$ cat config.mk
export PLATFORM = sky130hd
export DESIGN_NAME = gal_olmc_bank
export DESIGN_NICKNAME = d
export VERILOG_FILES = /design/src/rtl/gal_pkg.sv /design/src/rtl/gal_olmc.sv /design/src/rtl/gal_olmc_bank.sv
export SDC_FILE = /design/constraint.sdc
export NUM_CORES = 1
export LEC_CHECK = 0
export ABC_AREA = 0
export BUFFER_PORTS_ARGS = -buffer_cell sky130_fd_sc_hd__buf_2
export CORE_MARGIN = 2
export CORE_UTILIZATION = 50
export CTS_CLUSTER_SIZE = 28
export DETAILED_ROUTE_END_ITERATION = 6
export PLACE_DENSITY = 0.83
export SETUP_SLACK_MARGIN = 0.2
export SYNTH_ARGS = -nofsm -noshare
export SYNTH_HDL_FRONTEND = slang
export SYNTH_HIERARCHICAL = 1
export SYNTH_SLANG_ARGS = --single-unit
$ cat constraint.sdc
create_clock -name C -period 4.3 [get_ports C]
set_input_delay 0.645 -clock C [delete_from_list [all_inputs] [get_ports C]]
set_output_delay 0.645 -clock C [all_outputs]
set_load 0.01 [all_outputs]
$ cat src/rtl/gal_pkg.sv
// gal_pkg: shared macrocell configuration constants for the OLMC bank
package gal_pkg;
  localparam int CELL_CFG_W = 2;
  localparam int S0_IDX = 0;
  localparam int S1_IDX = 1;
  typedef enum logic {MODE_REG = 1'b0, MODE_COMB = 1'b1} mode_e;
  typedef enum logic {POL_LOW = 1'b0, POL_HIGH = 1'b1} pol_e;
endpackage

$ cat src/rtl/gal_olmc.sv
// gal_olmc: one output logic macrocell with register, polarity, mode and feedback muxes
module gal_olmc
  import gal_pkg::*;
(
  input  logic                  i_clk,
  input  logic                  i_rst_n,
  input  logic                  i_sp,
  input  logic                  i_hold,
  input  logic [CELL_CFG_W-1:0] i_cfg,
  input  logic                  i_sop,
  input  logic                  i_oe,
  input  logic                  i_pin,
  output logic                  o_y,
  output logic                  o_ye,
  output logic                  o_fb
);
  logic r_q;
  logic w_comb;
  logic w_src;
  assign w_comb = mode_e'(i_cfg[S1_IDX]) == MODE_COMB;
  // cell register clocks in both modes; frozen while configuration is in flight
  always_ff @(posedge i_clk or negedge i_rst_n)
    if (!i_rst_n) r_q <= 1'b0;
    else if (!i_hold) r_q <= i_sp | i_sop;
  assign w_src = w_comb ? i_sop : r_q;
  assign o_y   = (pol_e'(i_cfg[S0_IDX]) == POL_HIGH) ? w_src : ~w_src;
  assign o_ye  = i_oe & ~i_hold & i_rst_n;
  assign o_fb  = w_comb ? (o_ye ? o_y : i_pin) : r_q;
endmodule

$ cat src/rtl/gal_olmc_bank.sv
// gal_olmc_bank: GAL22V10-style OLMC bank with serial architecture-bit chain
module gal_olmc_bank
  import gal_pkg::*;
#(
  parameter int N     = 10,
  parameter int CNT_W = $clog2(2*N+2)
) (
  input  logic         C,
  input  logic         RN,
  input  logic         SP,
  input  logic [N-1:0] SOP,
  input  logic [N-1:0] OE,
  input  logic [N-1:0] PIN_IN,
  input  logic         CFG_EN,
  input  logic         CFG_SI,
  output logic         CFG_SO,
  output logic         CFG_ERR,
  output logic [N-1:0] Y,
  output logic [N-1:0] YE,
  output logic [N-1:0] FB
);
  localparam int CW = CELL_CFG_W*N;
  localparam logic [CNT_W-1:0] CNT_FULL = CNT_W'(CW);
  localparam logic [CNT_W-1:0] CNT_MAX  = CNT_W'(CW+1);
  logic [CW-1:0]    r_cfg_sh;
  logic [CW-1:0]    r_cfg;
  logic [CNT_W-1:0] r_cnt;
  logic             r_cfg_en_q;
  logic             r_cfg_err;
  logic             w_hold;
  assign w_hold  = CFG_EN | r_cfg_en_q;
  assign CFG_SO  = r_cfg_sh[CW-1];
  assign CFG_ERR = r_cfg_err;
  // shift chain and bit count while enabled; commit or flag a bad count when enable falls
  always_ff @(posedge C or negedge RN)
    if (!RN) begin
      r_cfg_sh   <= '0;
      r_cfg      <= '0;
      r_cnt      <= '0;
      r_cfg_en_q <= 1'b0;
      r_cfg_err  <= 1'b0;
    end else begin
      r_cfg_en_q <= CFG_EN;
      if (CFG_EN) begin
        r_cfg_sh <= {r_cfg_sh[CW-2:0], CFG_SI};
        r_cnt    <= (r_cnt == CNT_MAX) ? r_cnt : r_cnt + CNT_W'(1);
      end else if (r_cfg_en_q) begin
        if (r_cnt == CNT_FULL) r_cfg <= r_cfg_sh;
        r_cfg_err <= r_cnt != CNT_FULL;
        r_cnt     <= '0;
      end
    end
  for (genvar i = 0; i < N; i++) begin : g_cell
    gal_olmc u_cell (
      .i_clk   (C),
      .i_rst_n (RN),
      .i_sp    (SP),
      .i_hold  (w_hold),
      .i_cfg   (r_cfg[CELL_CFG_W*i +: CELL_CFG_W]),
      .i_sop   (SOP[i]),
      .i_oe    (OE[i]),
      .i_pin   (PIN_IN[i]),
      .o_y     (Y[i]),
      .o_ye    (YE[i]),
      .o_fb    (FB[i])
    );
  end
endmodule
Word-level counts from Yosys, hierarchy flattened
Cells that the tools add are included.
W data, S select, Z words.
{ "totals": {"ff_bits": 57, "out_inout_bits": 32, "input_bits": 35, "word_cells": 110} }
{ "classes": {"reduce_logical": 4, "bitwise": 43, "muxes": 43, "n_eq_ne": 4, "add_sub_neg": 1} }
{ "ops": {"columns": ["cell", "n"], "rows": [
  ["$mux W1", 40],
  ["$and A1 B1 Y1", 20],
  ["$mux W5", 3],
  ["$not A1 Y1", 12],
  ["$or A1 B1 Y1", 11],
  ["$eq A5 B5 Y1 const B", 2],
  ["$add A5 B1 Y5 const B", 1],
  ["$ne A5 B5 Y1 const B", 1],
  ["$reduce_and A2 Y1", 2],
  ["$reduce_and A3 Y1", 1],
  ["$ne A2 B2 Y1 const B", 1],
  ["$reduce_bool A2 Y1", 1]
]} }

Depth between registers and ports, before layout
{ "logic_depth": {"depth_word": 6, "ltp_mapped": 6, "ltp_nobuf": 5} }

By module
Netlist, hierarchy kept.
{ "by_module_without_submodules": {"columns": ["mod", "area_per_inst_um2", "cells_each", "seq_area_each_um2", "instances"], "rows": [
  ["gal_olmc_bank", 1978.1, 120, 1176.1, 1],
  ["gal_olmc", 85.1, 10, 25.0, 10]
]} }

Worst setup path before layout
No wires, ideal clock.
{ "synth_path": {"path_kind": "input port to output port", "from": "input CFG_EN", "to": "output FB[0]", "required_ns": 3.655, "cell_stages": 6, "arrival_time_ns": 2.030, "slack_ns": 1.625, "path_buffers": 2, "path_cell_list": "buf_6 > buf_2 > or2_2 > and3b_1 > o22ai_1 > a31o_1"} }
{ "synth_via": {"elab_chain_len": 6} }
{ "synth_lines": {"columns": ["item", "line", "source"], "rows": [
  ["start, declared", "gal_olmc_bank.sv:14", "input logic CFG_EN,"],
  ["$or A1 B1 Y1", "gal_olmc_bank.sv:31", "assign w_hold = CFG_EN | r_cfg_en_q;"],
  ["named net w_hold", "gal_olmc_bank.sv:30", "logic w_hold;"],
  ["$not A1 Y1", "gal_olmc.sv:27", "assign o_ye = i_oe & ~i_hold & i_rst_n;"],
  ["$and A1 B1 Y1 (2 in a row)", "gal_olmc.sv:27", null],
  ["named net YE[0]", "gal_olmc_bank.sv:19", "output logic [N-1:0] YE,"],
  ["$mux W1 (2 in a row)", "gal_olmc.sv:28", "assign o_fb = w_comb ? (o_ye ? o_y : i_pin) : r_q;"],
  ["end, declared", "gal_olmc_bank.sv:20", "output logic [N-1:0] FB"]
]} }
The timed path passes the listed nets, and every way through them passes these cells.

Worst setup path in the final report
{ "layout_path": {"from": "input CFG_EN", "to": "output FB[1]"} }
{ "layout_via": {"elab_chain_len": 6} }
{ "layout_lines": {"columns": ["item", "line"], "rows": [
  ["$or A1 B1 Y1", "gal_olmc_bank.sv:31"],
  ["named net w_hold", "gal_olmc_bank.sv:30"],
  ["$not A1 Y1", "gal_olmc.sv:27"],
  ["$and A1 B1 Y1 (2 in a row)", "gal_olmc.sv:27"],
  ["$mux W1 (2 in a row)", "gal_olmc.sv:28"]
]} }
The timed path passes the listed nets, and every way through them passes these cells.

==> implementation parameters <==
Parameter                              Value

Outcome
  Run status ... complete, no violations

Clock tree
  Clock tree from TritonCTS ... built
  Number of hold-repair buffers added at the cts stage ... 0
  Root Buffer Master ... clkbuf_8
  Number of clock sinks ... 57
  Resized Gates After CTS ... 0
  Maximum count of clock buffers along a single path ... 2
  Reg clk slew, reported paths ... 0.07 ns
  Number of CTS-inserted buffers ... 9
  Post-CTS Setup Inserts ... 0
  CTS HTree Levels ... 3
  Later-pin clock latency in the skew report ... 0.33 ns

Timing
  Setup TNS after final layout ... 0 ns
  Worst Clk Skew ... 0.007665 ns
  Hold violation total from the final report ... 0
  Max-slew violation count ... 0
  Final setup vio count ... 0
  Unrepaired setup endpoints after global routing ... no
  Share of the clock period used by the worst path ... 68.93%
  Slew margin rel. ... 42.30%
  Tightest Pin Transition ... 0.8655 ns
  Minimum clock period after layout ... 2.964 ns
  Achievable clock frequency ... 0.3374 GHz

Layout
  Final nets ... 333
  Count of non-filler cells in the finished layout ... 372
  Fraction of final layout cells with drive strength greater than 1 ... 43.00%
  Total of fill cells in the finished design ... 435
  Antenna Cells ... 0
  Final Core Density ... 62.69%
  Synthesis-to-finish area growth ... 21.27%

Power and ir drop
  Worst IR Drop VDD ... 0.0002458 V
  Leakage power ... 1.728 nW
  Power density over the cells ... 455.0 nW/um2

Die
  Die extent in x ... 79.22 um
  Std cell rows ... 27
  Starting density of the core ... 51.69%
  Die boundary height ... 79.22 um
  Area of the die ... 6276 um2
  Core footprint ... 5473 um2
  Io pins ... 67

Logic synthesis
  Largest area contributor in the netlist ... dfrtp_1
  Mean instance size in the synthesized netlist ... 12.86 um2
  Most area-consuming cells after synthesis ... dfrtp_1, mux2_4, mux2_2
  Main combinational cell family by area after synthesis ... multiplexers
  Number of enable flip-flop cells after synthesis ... 0
  Area share of the leading cell type in the synthesized netlist ... 50.42%
  Count leader, synth ... dfrtp_1
  Proportion of register bits with asynchronous set or reset after synthesis ... 100.0%
  Post-synth cell types ... 30
  Area of the mapped netlist ... 2829 um2
  Register area share after synthesis ... 50.42%
  Leading cell types by count after synthesis ... dfrtp_1, mux2_2, mux2_4, inv_1
  Post-synthesis share of cell area spent on and, or, nand and nor gates ... 9.863%
  Proportion of synthesized area in mux cells ... 22.38%
  Seq cells post-synth ... 57
  Synth Area in XOR/XNOR ... 3.406%
  Commonest register cell after synthesis ... dfrtp_1
  Net count after synthesis ... 258
  Synth warnings ... 6
  Cells after Synth ... 220
  Synth Area in Compound Gates ... 8.713%
  Post-synthesis adder-cell area fraction ... 1.327%

Routing
  Count of routing violations after the opening detailed-route iteration ... 104
  DRC violations left ... 0
  Routed vias/inst ... 5.298
  Wire per inst ... 14.74 um
  Number of detailed-route iterations in the first pass ... 4
  Total via count after detailed routing ... 1971
  Post-DRT Antenna Nets ... 0
  Total wire length ... 5.485 mm

Global routing
  Number of global-route vias before repair ... 1916
  Pin count of the biggest net entering global routing ... 44
  Overall global routing resource usage ... 18.75%
  First-pass GRT wire length ... 8.894 mm
  Initial antenna violation count ... 0
  Overflow after GRT ... 0

Placement
  Port-buffer cells ... 66
  Detailed placer's ending HPWL ... 3.752 mm
  Placed cell count ... 356
  Last weighted congestion value of the routability-driven placer ... 0.7112

Worst setup path
  Startpoint Class ... input pin
  CP Class ... input pin to output port
  Data arrival at the endpoint of the critical path ... 2.32 ns
  Data required time of the worst path ... 3.65 ns
  Crit. End Element ... output port
  Peak fanout along the critical path ... 30

Flow run
  Max_cap viols ... 0

Worst hold path
  Type of the worst min-delay path ... input pin to async pin
cells by family (layout without fill, tap and decap cells):
logic type	count (synthesis)	in the layout
AOI/OAI and AO/OA	36	36
xor gates and xnor gates	11	11
adders and majority gates	3	3
buffers and inverters	18	98
DFF	57	57
muxes	51	51
and+or+nand+nor	44	44
registers in the layout, indices dropped and copies added, names as in the netlist:
name / flops
r_cfg: 20
g_cell.u_cell/r_q: 10
r_cnt: 5
CFG_ERR: 1
r_cfg_en_q: 1
r_cfg_sh: 20
cell usage in the layout, fill, tap and decap left out, drive strengths merged, types with 3 or more instances in the layout:
master,Yosys,layout
buf,5,69
dfrtp,57,57
mux2,41,41
inv,13,13
nand2,11,11
a21oi,11,11
clkbuf,0,11
and3b,11,11
mux2i,10,10
xor2,10,10
o22ai,10,10
a31o,10,10
nor3,10,10
nand3,3,3
ha,3,3
clkinv,0,3
stage by stage:
step	power [mW]	hold WS, ns	area, um2	setup WS (ns)
finish	1.561	0.4316	3431	1.336
global route	1.645	0.4838	3431	1.137
CTS	1.577	0.4366	3431	1.326
detailed placement	1.022	0.5021	3211	1.337
global placement	1.002	0.4997	3211	1.378
floorplan	0.9112	0.3494	2829	1.625
area by class of cell:
cell class	instances	area, um2	area share, %
Sequential cell	57	1426	41.58
Tap cell	72	90.09	2.626
Timing Repair Buffer	69	352.8	10.28
Multi-Input combinational cell	145	1292	37.67
Clock buffer	11	141.4	4.121
Clock inverter	5	78.83	2.298
Inverter	13	48.80	1.422
critical path, cell delays in order:
cell and delay, ns:
buf_2 0.44, or2_2 0.57, and3b_1 0.27, o22ai_1 0.14
a31o_1 0.12, buf_2 0.13
worst paths after layout:
path                                          start  depth (start not counted)                       end  slack (ns)
min                                              RN                          1     r_cfg[14]$_DFFE_PN0P_        0.43
max                                          CFG_EN                          6                     FB[1]        1.34
max in group asynchronous                        RN                          2   r_cfg_sh[6]$_DFFE_PN0P_        3.16
min reg2reg                r_cfg_sh[17]$_DFFE_PN0P_                          1  r_cfg_sh[18]$_DFFE_PN0P_        0.52
min in group C             r_cfg_sh[17]$_DFFE_PN0P_                          1  r_cfg_sh[18]$_DFFE_PN0P_        0.52
max reg2reg                    r_cnt[1]$_DFFE_PN0P_                          5     r_cfg[17]$_DFFE_PN0P_        2.31
report_power, final:
| part | total, mW | internal (mW) | switching [mW] |
|---|---|---|---|
| logic | 0.275 | 0.158 | 0.117 |
| clock network | 0.547 | 0.341 | 0.206 |
| registers | 0.739 | 0.644 | 0.0954 |
| total | 1.56 | 1.14 | 0.418 |
per-layer routing:
layer	global-route usage (%)	up-vias	routed length, um
li1	-	948	-
met1	21.67	967	2350
met2	32.20	50	2789
met3	6.364	6	294
met4	7.069	0	51
met5	0	-	0
Note: power is estimated with default switching activity, not from simulation.
